<file path="src/rtl/rr_priority_encoder_pkg.sv">
// ---------------------------------------------------------------------------
// rr_priority_encoder_pkg
// Shared constants for the round-robin priority encoder slice:
//   RR_N_DEFAULT  default code width (2**N request lines)
//   RR_FIXED      ROUND_ROBIN encoding: fixed priority, lowest index wins
//   RR_ROTATE     ROUND_ROBIN encoding: rotating priority after last issue
//   CODE_RST      reset value of the presented code
//   PTR_RST       reset value of the rotation pointer
// ---------------------------------------------------------------------------
package rr_priority_encoder_pkg;

    localparam int RR_N_DEFAULT = 4;

    localparam bit RR_FIXED  = 1'b0;
    localparam bit RR_ROTATE = 1'b1;

    localparam int CODE_RST = 0;
    localparam int PTR_RST  = 0;

endpackage

</file>
<file path="src/rtl/rr_priority_encoder_if.sv">
// ---------------------------------------------------------------------------
// rr_priority_encoder_if
// Valid/ready code channel between the encoder and the digit-select path.
//   code   N-bit binary index of the presented request (producer -> consumer)
//   valid  code is meaningful                          (producer -> consumer)
//   ready  consumer accepts code on valid && ready      (consumer -> producer)
// Modports: master = encoder side, slave = consumer side.
// ---------------------------------------------------------------------------
interface rr_priority_encoder_if #(
    parameter int N = rr_priority_encoder_pkg::RR_N_DEFAULT
) ();

    logic [N-1:0] code;
    logic         valid;
    logic         ready;

    modport master (
        output code,
        output valid,
        input  ready
    );

    modport slave (
        input  code,
        input  valid,
        output ready
    );

endinterface

</file>
<file path="src/rtl/rr_priority_encoder_pick.sv">
// ---------------------------------------------------------------------------
// rr_pick
// Combinational rotating find-first over 2**N candidate bits.
//   cand  2**N  candidate request vector
//   ptr   N     index where the scan starts (wraps modulo 2**N)
//   any   1     at least one candidate bit is set
//   sel   N     index of the first set bit at or after ptr
// ---------------------------------------------------------------------------
module rr_pick #(
    parameter int N = rr_priority_encoder_pkg::RR_N_DEFAULT
) (
    input  logic [2**N-1:0] cand,
    input  logic [N-1:0]    ptr,
    output logic            any,
    output logic [N-1:0]    sel
);

    localparam int W = 2**N;

    // Two copies back to back: scanning from ptr upward through the doubled
    // vector visits ptr..W-1 and then 0..ptr-1 without a wrap compare.
    logic [2*W-1:0] dbl;

    assign dbl = {cand, cand};

    always_comb begin
        any = 1'b0;
        sel = '0;
        for (int j = 0; j < 2*W; j++) begin
            if (!any && (j >= int'(ptr)) && dbl[j]) begin
                any = 1'b1;
                sel = j[N-1:0];
            end
        end
    end

endmodule

</file>
<file path="src/rtl/rr_priority_encoder.sv">
// ---------------------------------------------------------------------------
// rr_priority_encoder
// Captures 2**N request lines as sticky pending bits, picks one (round-robin
// or fixed priority) and presents its index as a registered code held until
// a valid/ready handshake completes.
//   clk      system clock, rising edge
//   reset_n  asynchronous active-low reset
//   req      2**N level-sampled request lines
//   bus      code/valid/ready channel (master modport)
//   pending  registered sticky pending vector, issued bits excluded
//   overflow sticky merged-event flag, present only with
//            RR_PRIO_ENC_OVERFLOW_EN defined
// ---------------------------------------------------------------------------
module rr_priority_encoder
    import rr_priority_encoder_pkg::*;
#(
    parameter int N           = RR_N_DEFAULT,
    parameter bit ROUND_ROBIN = RR_ROTATE
) (
    input  logic                 clk,
    input  logic                 reset_n,
    input  logic [2**N-1:0]      req,
    rr_priority_encoder_if.master bus,
`ifdef RR_PRIO_ENC_OVERFLOW_EN
    output logic                 overflow,
`endif
    output logic [2**N-1:0]      pending
);

    localparam int W = 2**N;

    logic [N-1:0] code_q;
    logic         valid_q;
    logic [W-1:0] pending_q;
    logic [N-1:0] ptr_q;

    logic [W-1:0] cand;
    logic         load;
    logic [N-1:0] scan_start;
    logic         any;
    logic [N-1:0] sel;
    logic [W-1:0] sel_mask;
    logic [W-1:0] issue_mask;

    assign cand       = pending_q | req;
    assign load       = !valid_q || bus.ready;
    assign scan_start = (ROUND_ROBIN == RR_ROTATE) ? ptr_q : N'(0);
    assign sel_mask   = W'(1) << sel;
    // Only a bit actually loaded this edge counts as issued.
    assign issue_mask = (load && any) ? sel_mask : '0;

    rr_pick #(.N(N)) u_pick (
        .cand (cand),
        .ptr  (scan_start),
        .any  (any),
        .sel  (sel)
    );

    always_ff @(posedge clk or negedge reset_n) begin
        if (!reset_n) begin
            code_q    <= N'(CODE_RST);
            valid_q   <= 1'b0;
            pending_q <= '0;
            ptr_q     <= N'(PTR_RST);
        end else if (load) begin
            if (any) begin
                code_q    <= sel;
                valid_q   <= 1'b1;
                pending_q <= cand & ~sel_mask;
                ptr_q     <= sel + N'(1);
            end else begin
                valid_q   <= 1'b0;
                pending_q <= '0;
            end
        end else begin
            pending_q <= cand;
        end
    end

`ifdef RR_PRIO_ENC_OVERFLOW_EN
    logic overflow_q;

    always_ff @(posedge clk or negedge reset_n) begin
        if (!reset_n) begin
            overflow_q <= 1'b0;
        end else if (|(req & pending_q & ~issue_mask)) begin
            overflow_q <= 1'b1;
        end
    end

    assign overflow = overflow_q;
`else
    logic unused_issue;
    assign unused_issue = ^issue_mask;
`endif

    assign bus.code  = code_q;
    assign bus.valid = valid_q;
    assign pending   = pending_q;

endmodule

</file>
<file path="src/flat_wrapper.sv">
// flat-port wrapper written by rule: the top's interface ports become plain ports
module rr_priority_encoder_flat import rr_priority_encoder_pkg::*;
#(
    parameter int N           = RR_N_DEFAULT,
    parameter bit ROUND_ROBIN = RR_ROTATE
)
  (clk, reset_n, req, pending, bus_code, bus_valid, bus_ready);
  rr_priority_encoder_if #(.N(N)) bus_i ();
  input  logic clk;
  input  logic reset_n;
  input  logic [2**N-1:0] req;
  output logic [2**N-1:0] pending;
  output wire logic [$bits(bus_i.code)-1:0] bus_code;
  output wire logic [$bits(bus_i.valid)-1:0] bus_valid;
  input wire logic [$bits(bus_i.ready)-1:0] bus_ready;
  assign bus_code = bus_i.code;
  assign bus_valid = bus_i.valid;
  assign bus_i.ready = bus_ready;
  rr_priority_encoder #(.N(N), .ROUND_ROBIN(ROUND_ROBIN)) u_core (.clk(clk), .reset_n(reset_n), .req(req), .bus(bus_i), .pending(pending));
endmodule
</file>
<file path="config.mk">
export PLATFORM = sky130hd
export DESIGN_NAME = rr_priority_encoder_flat
export DESIGN_NICKNAME = d
export VERILOG_FILES = /design/src/rtl/rr_priority_encoder_pkg.sv /design/src/rtl/rr_priority_encoder_if.sv /design/src/rtl/rr_priority_encoder_pick.sv /design/src/rtl/rr_priority_encoder.sv /design/src/flat_wrapper.sv
export SDC_FILE = /design/constraint.sdc
export NUM_CORES = 1
export LEC_CHECK = 0
export ABC_AREA = 1
export CELL_PAD_IN_SITES_DETAIL_PLACEMENT = 0
export CELL_PAD_IN_SITES_GLOBAL_PLACEMENT = 1
export CORE_MARGIN = 4
export CORE_UTILIZATION = 40
export CTS_BUF_LIST = sky130_fd_sc_hd__clkbuf_4
export DETAILED_ROUTE_END_ITERATION = 10
export PLACE_DENSITY = 0.91
export SYNTH_ARGS = -nofsm -noshare
export SYNTH_HDL_FRONTEND = slang
export SYNTH_SLANG_ARGS = --single-unit
</file>
<file path="constraint.sdc">
create_clock -name clk -period 6.7 [get_ports clk]
set_input_delay 0.67 -clock clk [delete_from_list [all_inputs] [get_ports clk]]
set_output_delay 0.67 -clock clk [all_outputs]
set_load 0.02 [all_outputs]
</file>
# Word level (Yosys, flattened, before mapping)
# Cells that the tools add are included.
[classes]
n_eq_ne = 0
reduce_logical = 80
bitwise_logic = 3
shifts = 1
multipliers = 0
mux = 66
div = 0
n_lt_le_gt_ge = 15
addsub = 1
[ops]
columns = ["cell", "n"]
rows = [
  ["4-bit 2-to-1 mux", 24],
  ["1-bit logical AND", 46],
  ["1-bit 2-to-1 mux", 34],
  ["1-bit logical NOT", 32],
  ["16-bit 2-to-1 mux", 2],
  ["4-bit greater-or-equal comparator (first input constant)", 7],
  ["16-bit bitwise AND", 1],
  ["3-bit by 4-bit greater-or-equal comparator with 1-bit output (first input constant)", 4],
  ["16-bit inverter", 1],
  ["16-bit OR", 1],
  ["1-bit by 4-bit << shifter with 16-bit output (first input constant)", 1],
  ["3-bit 2-to-1 mux", 4],
  ["1-bit by 4-bit greater-or-equal comparator with 1-bit output (first input constant)", 2],
  ["2-bit by 4-bit greater-or-equal comparator with 1-bit output (first input constant)", 2],
  ["4-bit by 1-bit adder with 4-bit output (second input constant)", 1],
  ["2-bit 2-to-1 mux", 2],
  ["2-bit AND reduction", 1],
  ["1-bit logical OR", 1],
]
[word_totals]
mem_bits_rw = 0
mem_bits_ro = 0
memories = 0
input_bits = 19
register_bits = 25
wordCells = 170
latchBits = 0
out_inout_bits = 21

# Depth between registers and ports, before layout
# Gate-level depths: netlist (run 1).
[depth]
ltp_word = 115
ltp_mapped = 25
mapped_depth_nobuf = 25

# Cells and area by module
# A second synthesis (run 1) with hierarchy kept.
[unflattened]
hier_cells = 253
hier_area_um2 = 1908.1
[modules_own_cells]
columns = ["mod", "area_per_inst_um2", "instances", "seq_area_each_um2", "cells_each"]
rows = [
  ["rr_priority_encoder", 1242.4, 1, 625.6, 128],
  ["rr_pick", 665.6, 1, 0.0, 125],
]

# Worst setup path after synthesis (run 1)
# No wires, ideal clock.
[synth_timing]
kind = "input -> register"
from = "in req[4]"
to = "reg u_core.ptr_q[2]"
path_buffers = 0
path_stages = 21
setup_time_ns = 0.122
path_slack_ns = 3.384
required_time_ns = 6.578
arrival_ns = 3.194
path_cell_list = "or2_2 -> o211ai_1 -> nand4_2 -> nor2_2 -> nand4_2 -> nor2_2 -> nand4_2 -> nor2_2 -> nand4_2 -> nor2_4 -> nand4_4 -> nor2_4 -> nand4_2 -> nor2_4 -> nand4_1 -> nand2_2 -> nand2_1 -> inv_1 -> ha_1 -> nand2_1 -> o21ai_1"
[synth_between]
elab_chain_cells = 95
elab_cells_between_ends = 124
cone_classes = "add/sub: 1; mux: 56; bitwise: 1; reduce/logical: 66"
[synth_lines]
columns = ["element", "line", "source"]
rows = [
  ["from (decl)", "flat_wrapper.sv:11", "input logic [2**N-1:0] req;"],
  ["16-bit OR (*)", "rr_priority_encoder.sv:45", "assign cand = pending_q | req;"],
  ["1-bit logical AND", "rr_priority_encoder_pick.sv:30", "if (!any && (j >= int'(ptr)) && dbl[j]) begin"],
  ["1-bit 2-to-1 mux", "rr_priority_encoder_pick.sv:30", ""],
  ["1-bit logical NOT", "rr_priority_encoder_pick.sv:30", ""],
  ["1-bit logical AND (2 in a row)", "rr_priority_encoder_pick.sv:30", ""],
  ["1-bit 2-to-1 mux", "rr_priority_encoder_pick.sv:30", ""],
  ["1-bit logical NOT", "rr_priority_encoder_pick.sv:30", ""],
  ["1-bit logical AND (2 in a row)", "rr_priority_encoder_pick.sv:30", ""],
  ["[... 78 more ...]", "-", ""],
  ["1-bit logical NOT", "rr_priority_encoder_pick.sv:30", ""],
  ["1-bit logical AND", "rr_priority_encoder_pick.sv:30", ""],
  ["1-bit 2-to-1 mux", "rr_priority_encoder_pick.sv:30", ""],
  ["1-bit logical NOT", "rr_priority_encoder_pick.sv:30", ""],
  ["1-bit logical AND", "rr_priority_encoder_pick.sv:30", ""],
  ["4-bit 2-to-1 mux (*)", "rr_priority_encoder_pick.sv:30", ""],
  ["named net u_core.sel[1]", "rr_priority_encoder.sv:41", "logic [N-1:0] sel;"],
  ["4-bit by 1-bit adder with 4-bit output (*)", "rr_priority_encoder.sv:70", "ptr_q <= sel + N'(1);"],
  ["to (signal assigned)", "rr_priority_encoder.sv:64", "ptr_q <= N'(PTR_RST);"],
  ["to (signal assigned)", "rr_priority_encoder.sv:70", ""],
  ["to (decl)", "rr_priority_encoder.sv:35", "logic [N-1:0] ptr_q;"],
]
# The timed path passes the listed nets; every way through them passes the cells marked *.
# A chain may end at the register's enable or synchronous reset.

# Final worst setup path (run 1)
[layout_timing]
from = "in req[4]"
to = "reg u_core.pending_q[3] (netlist: u_core.pending[3])"
[layout_between]
elab_chain_cells = 99
elab_cells_between_ends = 127
cone_classes = "shift: 1; mux: 58; bitwise: 3; reduce/logical: 65"
[layout_lines]
columns = ["element", "line", "source"]
rows = [
  ["16-bit OR (*)", "rr_priority_encoder.sv:45", ""],
  ["1-bit logical AND", "rr_priority_encoder_pick.sv:30", ""],
  ["1-bit 2-to-1 mux", "rr_priority_encoder_pick.sv:30", ""],
  ["1-bit logical NOT", "rr_priority_encoder_pick.sv:30", ""],
  ["1-bit logical AND (2 in a row)", "rr_priority_encoder_pick.sv:30", ""],
  ["1-bit 2-to-1 mux", "rr_priority_encoder_pick.sv:30", ""],
  ["1-bit logical NOT", "rr_priority_encoder_pick.sv:30", ""],
  ["1-bit logical AND (2 in a row)", "rr_priority_encoder_pick.sv:30", ""],
  ["[... 82 more ...]", "-", ""],
  ["1-bit logical AND", "rr_priority_encoder_pick.sv:30", ""],
  ["4-bit 2-to-1 mux (*)", "rr_priority_encoder_pick.sv:30", ""],
  ["named net u_core.sel[1]", "rr_priority_encoder.sv:41", ""],
  ["1-bit by 4-bit << shifter with 16-bit output (*)", "rr_priority_encoder.sv:48", "assign sel_mask = W'(1) << sel;"],
  ["16-bit inverter (*)", "rr_priority_encoder.sv:69", "pending_q <= cand & ~sel_mask;"],
  ["16-bit bitwise AND (*)", "rr_priority_encoder.sv:69", ""],
  ["16-bit 2-to-1 mux (*)", "rr_priority_encoder.sv:66", "if (any) begin"],
  ["16-bit 2-to-1 mux (*)", "rr_priority_encoder.sv:65", "end else if (load) begin"],
  ["to (signal assigned)", "rr_priority_encoder.sv:69", ""],
  ["to (signal assigned)", "rr_priority_encoder.sv:76", "pending_q <= cand;"],
  ["to (decl)", "rr_priority_encoder.sv:34", "logic [W-1:0] pending_q;"],
]
# Marks and branches as above.

==> run summary, run 1 <==
• complete, no violations — result of the run
• 0 ns — Fin Setup TNS
• flop — element type at the critical path end
• 2 — Max clock buf depth
• 0.0161 ns — final clock skew
• done — TritonCTS clock tree
• 0 — number of diodes added for antenna fixing
• primary input — startpoint class of the critical path
• 0 — Synthesis Warnings
• 0.183 — overall track demand over capacity in global routing
• 626 µm² — sequential cell area
• dfrtp_1 (35%), inv_1 (12%), nand2_1 (7.8%) — most area-consuming cells after synthesis
• 7.22 µm² — Post-Synthesis Mean Instance Area
• 3.79 ns — clock period minus worst slack
• 4 — total iterations of the first detailed-routing run
• 1693 — vias in the first global route
• 928 µm² — multi-input combinational cell area
• 0.15 ns — clock input transition at the sequential cells of the worst setup and hold paths
• 0.452 mW — design internal power
• 5610 µm² — Die Footprint
• 7860 µm — first-pass GRT wire length
• in -> reg — Crit Path Category
• 314 — nets
• 0.411 — initial core utilization
• 3 — number of buffers created by CTS
• 0.264 GHz — Max Clk Rate
• clkbuf_4 — root buf cell
• 0.926 — routability congestion estimate
• inv_1 — commonest non-fill, non-tap cell in the layout
• 26.7% — Synth-to-Final Area Change
• 0.349 — portion of the post-synthesis area used by sequential elements
• 0 — total setup violations reported at the end of the flow
• no — RSZ-0062 raised after global routing
• 0.349 — area share of the largest cell type after synthesis
• 320 µV — maximum VDD drop
• 25 — number of sinks driven by the clock tree
• 14.4 µm — routed length per instance
• 0.566 — part of the cycle the worst path needs
• 39 — IO Port Bufs
• 74.9 µm — vertical extent of the die
• 0.521 — utilization after layout
• 0.121 — fraction of layout cells with a size suffix above 1
• 4350 µm² — core box area
• 0.250 — worst slew margin relative to its limit
• 0.531 — net switching share of the total power
• 248 — Mapped Cells
• 24 — floorplan row count
• 74.9 µm — overall die width
• 0 — antenna violations before repair
• 0.690 — Gate power share
• 139 — DRT iter0 DRCs
• 0 — Routed Antenna Nets
• 0 — global route overflow
• dfrtp_1 — Yosys top cell by area
• 426 nW/µm² — Cell Pwr Density
• 0.076 — clock network power share
• 25 — Synth Register Bits
• 0 — hold buffer count at cts
• 26 — largest net degree at the start of global routing
• 0 — total of cells resized after clock tree synthesis
• 1.12 ns — worst slew pin tran
• 0.33 ns — latest clock arrival within the worst-skew pair
• 0 — post-detailed-route DRC marker count
• 4050 µm — HPWL after detailed placement
• 0.513 mW — net switching power figure
• reg -> reg — Worst Hold Class
• 1.10 nW — Pleak
• 4930 µm — total length of routed wires
• 439 — fill cell total of the finished layout
• 1790 µm² — summed instance area of the synthesized netlist
• 0 — max-cap check violation count
• 5.17 — Avg Vias per Cell
• 1 — deepest level of the CTS H-tree
• 1768 — routed via count
• inv_1 (56), clkdlybuf4s50_1 (39), nand2_1 (37), nor2_1 (29), dfrtp_1 (25) — most frequent cells in the layout
• 0 — final number of max-transition violations
• 40 — I/O pins
• 6.94 ns — Req. time, crit path
• 5 — Crit Path Max Fanout
• 271 — Syn Nets
• 0 — buffers inserted by post-CTS timing repair
• 0 — count of endpoints failing hold in the final timing report
• 0.234 — sequential power share
• 34 — Cell variety after synth
• 4.03 ns — data arrival at the endpoint of the critical path
==> synthesized netlist by cell type, drive strengths merged <==
| cell | number |
|---|---|
| a211oi | 1 |
| ha | 4 |
| or2 | 3 |
| o21a | 1 |
| o2111ai | 3 |
| nand3 | 16 |
| o211ai | 2 |
| dfrtp | 25 |
| o31ai | 3 |
| a21oi | 13 |
| o41ai | 2 |
| nand3b | 1 |
| a2111oi | 1 |
| nor3 | 2 |
| buf | 1 |
| nor2 | 40 |
| clkinv | 1 |
| inv | 60 |
| nor4 | 3 |
| o21ai | 14 |
| nand2 | 41 |
| a2111o | 1 |
| nand4 | 10 |
==> state kept, by name, summed over array words and instances, names as in the netlist <==
| register | flops |
|---|---|
| u_core.bus.code | 4 |
| u_core.ptr_q | 4 |
| u_core.pending | 16 |
| u_core.bus.valid | 1 |
==> metal layers <==
| layer | wire length (µm) | global-route usage | share of wire |
|---|---|---|---|
| met3 | 254 | 0.0227 | 0.052 |
| met5 | 0 | 0 | 0 |
| met4 | 63 | 0.0494 | 0.013 |
| met2 | 2460 | 0.322 | 0.50 |
| met1 | 2140 | 0.237 | 0.44 |
==> final cells by class <==
class,instances,share of cell area
Clock buffer,4,0.0132
Inverter,61,0.101
Multi-Input combinational cell,161,0.409
Sequential cell,25,0.276
Tap cell,52,0.0287
Timing Repair Buffer,39,0.172
==> stage by stage <==
step	cell area [µm²]	instances	worst slack [ns]	power, mW	hold slack, ns
final	2270	342	2.91	0.966	0.505
after floorplan	1790	248	3.38	0.693	0.374
after CTS	2270	342	2.92	0.972	0.505
after detailed placement	2240	338	2.56	0.895	0.462
after global placement	2240	338	2.63	0.894	0.465
after global routing	2270	342	2.58	1.06	0.523
==> logic make-up (layout without fill, tap and decap cells) <==
kind of cell    count (synthesis)  in the layout  share of synthesized area
flops                          25             25                      0.349
compound gates                 41             41                      0.150
simple gates                  116            116                      0.341
fa+ha+maj                       4              4                     0.0280
buf+inv                        62            104                      0.132
==> critical path, stage by stage <==
cell,delay [ns]
clkdlybuf4s50_1,0.39
or2_2,0.35
o211ai_1,0.16
nand4_2,0.16
nor2_2,0.16
nand4_2,0.13
nor2_2,0.16
nand4_2,0.11
nor2_2,0.13
nand4_2,0.11
nor2_4,0.15
nand4_4,0.10
nor2_4,0.13
nand4_2,0.12
nor2_4,0.16
nand4_1,0.11
nand2_2,0.14
nand2_1,0.07
inv_1,0.08
ha_1,0.14
inv_1,0.05
o21ai_1,0.17
inv_1,0.06
==> path summary, 6_finish.rpt <==
check	start	endpoint	slack (ns)	cells past startpoint
min in group asynchronous	reset_n	u_core.bus.code[3]	0.92	1
hold / removal	u_core.bus.code[3]	u_core.bus.code[3]	0.50	2
max in group asynchronous	reset_n	u_core.pending[1]	5.09	1
hold reg to reg	u_core.bus.code[3]	u_core.bus.code[3]	0.50	2
setup reg to reg	u_core.pending[3]	u_core.pending[3]	3.19	25
setup / recovery	req[4]	u_core.pending[3]	2.91	23
==> power groups by stage <==
stage / sequential (mW) / clock (mW) / combinational (mW)
after detailed placement: 0.228 / 0 / 0.667
after floorplan: 0.247 / 0 / 0.446
after CTS: 0.226 / 0.0746 / 0.672
after global routing: 0.231 / 0.0791 / 0.755
final: 0.226 / 0.0737 / 0.666
after global placement: 0.229 / 0 / 0.665
No activity file was read; power rests on OpenSTA's default activity.
==> run 2: changes to the inputs <==
--- a/config.mk
+++ b/config.mk
@@ -9,10 +9,10 @@
 export CELL_PAD_IN_SITES_DETAIL_PLACEMENT = 0
 export CELL_PAD_IN_SITES_GLOBAL_PLACEMENT = 1
 export CORE_MARGIN = 4
-export CORE_UTILIZATION = 40
+export CORE_UTILIZATION = 37
 export CTS_BUF_LIST = sky130_fd_sc_hd__clkbuf_4
 export DETAILED_ROUTE_END_ITERATION = 10
-export PLACE_DENSITY = 0.91
+export PLACE_DENSITY = 0.85
 export SYNTH_ARGS = -nofsm -noshare
 export SYNTH_HDL_FRONTEND = slang
 export SYNTH_SLANG_ARGS = --single-unit
==> constraint.sdc (replaced) <==
create_clock -name clk -period 3.7 [get_ports clk]
set_input_delay 0.37 -clock clk [delete_from_list [all_inputs] [get_ports clk]]
set_output_delay 0.37 -clock clk [all_outputs]
set_load 0.02 [all_outputs]
==> run 2 against run 1 <==
- flip-flop and latch count is the same
- combinational power grew 100%
- power grew 92%
- clock power grew 66%
- first-iteration DRC count shrank 33%
- hold slack gained 0.0038 ns
- die area grew 7.2%
- core utilization shrank 1.3 points
- final cell count grew 5.0%
- clock-buffer cell count shrank 1
- non-clock buffer count grew 15
- wire length grew 1.7%
- largest cell class unchanged
- highest routed layer unchanged
==> run summary, run 2 (synthesis gave the netlist of run 1 again) <==
• 25 — floorplan row count, +4.2%
• flop — element type at the critical path end
• 0.515 — net switching share of the total power, -0.0163
• 3.92 ns — Req. time, crit path, -3.02 ns
• 0 — buffers inserted by post-CTS timing repair, unchanged
• 560 µV — maximum VDD drop, +75%
• 0 — number of diodes added for antenna fixing, unchanged
• 3.59 ns — data arrival at the endpoint of the critical path, -0.44 ns
• 0.0120 ns — worst slack after detailed placement, -2.55 ns
• u_core.bus.code[0] — worst min-delay path endpoint
• 0 — final number of max-transition violations, unchanged
• no — RSZ-0062 raised after global routing
• 0 — hold buffer count at cts, unchanged
• 26 — largest net degree at the start of global routing, unchanged
• 22 — depth of the worst register-to-register path, -12%
• 1 — deepest level of the CTS H-tree, unchanged
• 2 — Max clock buf depth, unchanged
• 0 ns — Fin Setup TNS, unchanged
• clkbuf_4 — root buf cell
• 779 nW/µm² — Cell Pwr Density, +83%
• 4 — total iterations of the first detailed-routing run, unchanged
• 0 — antenna violations before repair, unchanged
• 478 — fill cell total of the finished layout, +8.9%
• 0.252 — worst slew margin relative to its limit, +0.00257
• reg -> reg — Worst Hold Class
• 0 — post-detailed-route DRC marker count, unchanged
• 4690 µm² — core box area, +7.8%
• 0.40 ns — R2R setup slack, -2.79 ns
• 0.924 — routability congestion estimate, -0.18%
• 0.910 — part of the cycle the worst path needs
• 0.217 — sequential power share, -0.017
• 0.14 ns — clock input transition at the sequential cells of the worst setup and hold paths, about the same
• 329 — nets, +4.8%
• 1.86 mW — overall power, +92%
• 5010 µm — total length of routed wires, +1.7%
• 0.066 — clock network power share, -0.010
• 33.1% — Synth-to-Final Area Change
• 77.6 µm — overall die width, +3.6%
• 0.170 — fraction of layout cells with a size suffix above 1, +0.0498
• 0.177 — overall track demand over capacity in global routing, -0.00599
• 0.382 — initial core utilization, -0.0296
• 1856 — vias in the first global route, +9.6%
• 0.332 ns — post-layout worst setup margin, -2.58 ns
• 25 — number of sinks driven by the clock tree, unchanged
• 40 — I/O pins, unchanged
• 3.37 ns — clock period minus worst slack
• 4.99 — Avg Vias per Cell, -3.4%
• 2350 µm² — cell area after placement, +5.1%
• u_core.pending[5] — start of the worst register-to-register path
• 1.12 ns — worst slew pin tran, -0.00384 ns
• 0.509 ns — hold slack, +0.00379 ns
• u_core.pending[3] — critical register-to-register path endpoint
• 2 — hold-critical path depth, unchanged
• in -> reg — Crit Path Category
• 8640 µm — first-pass GRT wire length, +9.9%
• primary input — startpoint class of the critical path
• 0 — max-cap check violation count, unchanged
• 4 — Crit Path Max Fanout, -1
• 2380 µm² — Final Instance Area, +5.1%
• 0 — count of endpoints failing hold in the final timing report, unchanged
• 1793 — routed via count, +1.4%
• done — TritonCTS clock tree
• 0.901 mW — design internal power, +99%
• 77.6 µm — vertical extent of the die, +3.6%
• 4270 µm — HPWL after detailed placement, +5.4%
• 14.0 µm — routed length per instance, -3.1%
• 0 — global route overflow, unchanged
• complete, no violations — result of the run
• 0 — Routed Antenna Nets, unchanged
• 16 — number of flip-flops under the largest register name, unchanged
• 0.957 mW — net switching power figure, +86%
• 3 — number of buffers created by CTS, unchanged
• 0.717 — Gate power share, +0.027
• 0 — total of cells resized after clock tree synthesis, unchanged
• 0.297 GHz — Max Clk Rate
• u_core.bus.code[0] — hold_sp
• 0 — total setup violations reported at the end of the flow, unchanged
• 93 — DRT iter0 DRCs, -33%
• 1.17 nW — Pleak, +6.3%
• 39 — IO Port Bufs, unchanged
• 0.31 ns — latest clock arrival within the worst-skew pair, -0.02 ns
• 6020 µm² — Die Footprint, +7.2%
• inv_1 (56), clkdlybuf4s50_1 (39), nand2_1 (37), nor2_1 (29), dfrtp_1 (23) — most frequent cells in the layout
• inv_1 — commonest non-fill, non-tap cell in the layout
• 0.00209 ns — final clock skew, -0.0140 ns
==> run 2: cell types whose count changed in the layout (fill, tap and decap cells not counted) <==
cell,previous run,this run
clkinv_2,0,1
buf_4,0,15
dfrtp_1,25,23
dfrtp_2,0,2
clkbuf_4,4,3
==> run 2: per-stage QoR <==
stage                     cells  utilization
after floorplan             248            -
after global placement      355        0.502
after detailed placement    355        0.502
after CTS                   359        0.507
after global routing        359        0.508
final                       359        0.508
==> run 2: critical path: stages <==
cell and delay [ns]:
clkdlybuf4s50_1 0.39, or2_2 0.33, o211ai_1 0.16, nand4_2 0.16, nor2_2 0.16, nand4_2 0.11
nor2_2 0.15, nand4_2 0.11, nor2_2 0.14, nand4_2 0.11, nor2_4 0.13, nand4_4 0.10
nor2_4 0.13, nand4_2 0.12, nor2_4 0.16, nand4_1 0.11, nand2_2 0.13, nand2_1 0.07
inv_1 0.07, ha_1 0.14, inv_1 0.06, o21ai_1 0.14, inv_1 0.06
==> run 2: worst max path at each step <==
stage / to / slack [ns] / from
after floorplan: u_core.ptr_q[2] / 0.61 / u_core.pending[3]
after global placement: u_core.pending[3] / 0.04 / req[4]
after detailed placement: u_core.pending[3] / 0.01 / req[5]
after CTS: u_core.pending[3] / 0.34 / req[5]
after global routing: u_core.pending[3] / 0.008 / req[5]
final: u_core.pending[3] / 0.33 / req[5]
==> run 2: power groups by stage <==
| stage | registers, mW | clock network [mW] | logic [mW] |
|---|---|---|---|
| final | 0.403 | 0.122 | 1.33 |
| after CTS | 0.400 | 0.126 | 1.34 |
| after floorplan | 0.446 | 0 | 0.808 |
| after detailed placement | 0.405 | 0 | 1.33 |
| after global placement | 0.406 | 0 | 1.32 |
| after global routing | 0.413 | 0.138 | 1.51 |
==> run 2: area by class of cell <==
class	count	area, µm²	area share
Tap cell	54	67.6	0.0283
Sequential cell	25	628	0.264
Inverter	61	229	0.0961
Timing Repair Buffer	54	503	0.211
Multi-Input combinational cell	161	928	0.390
Clock buffer	3	22.5	0.00945
Clock inverter	1	5.00	0.00210
==> run 2: routing by layer <==
metal / track usage / up-vias / share of wire
met5: 0 / - / 0
met4: 0.0676 / 0 / 0.023
met2: 0.299 / 26 / 0.49
met3: 0.0151 / 8 / 0.025
li1: - / 911 / -
met1: 0.236 / 848 / 0.46
==> run 3: changes to the inputs <==
--- a/config.mk
+++ b/config.mk
@@ -12,6 +12,7 @@
 export CORE_UTILIZATION = 37
 export CTS_BUF_LIST = sky130_fd_sc_hd__clkbuf_4
 export DETAILED_ROUTE_END_ITERATION = 10
+export HOLD_SLACK_MARGIN = 0.1
 export PLACE_DENSITY = 0.85
 export SYNTH_ARGS = -nofsm -noshare
 export SYNTH_HDL_FRONTEND = slang
==> results of run 3 <==
Final layout, timing and power as in run 2 (identical DEF).
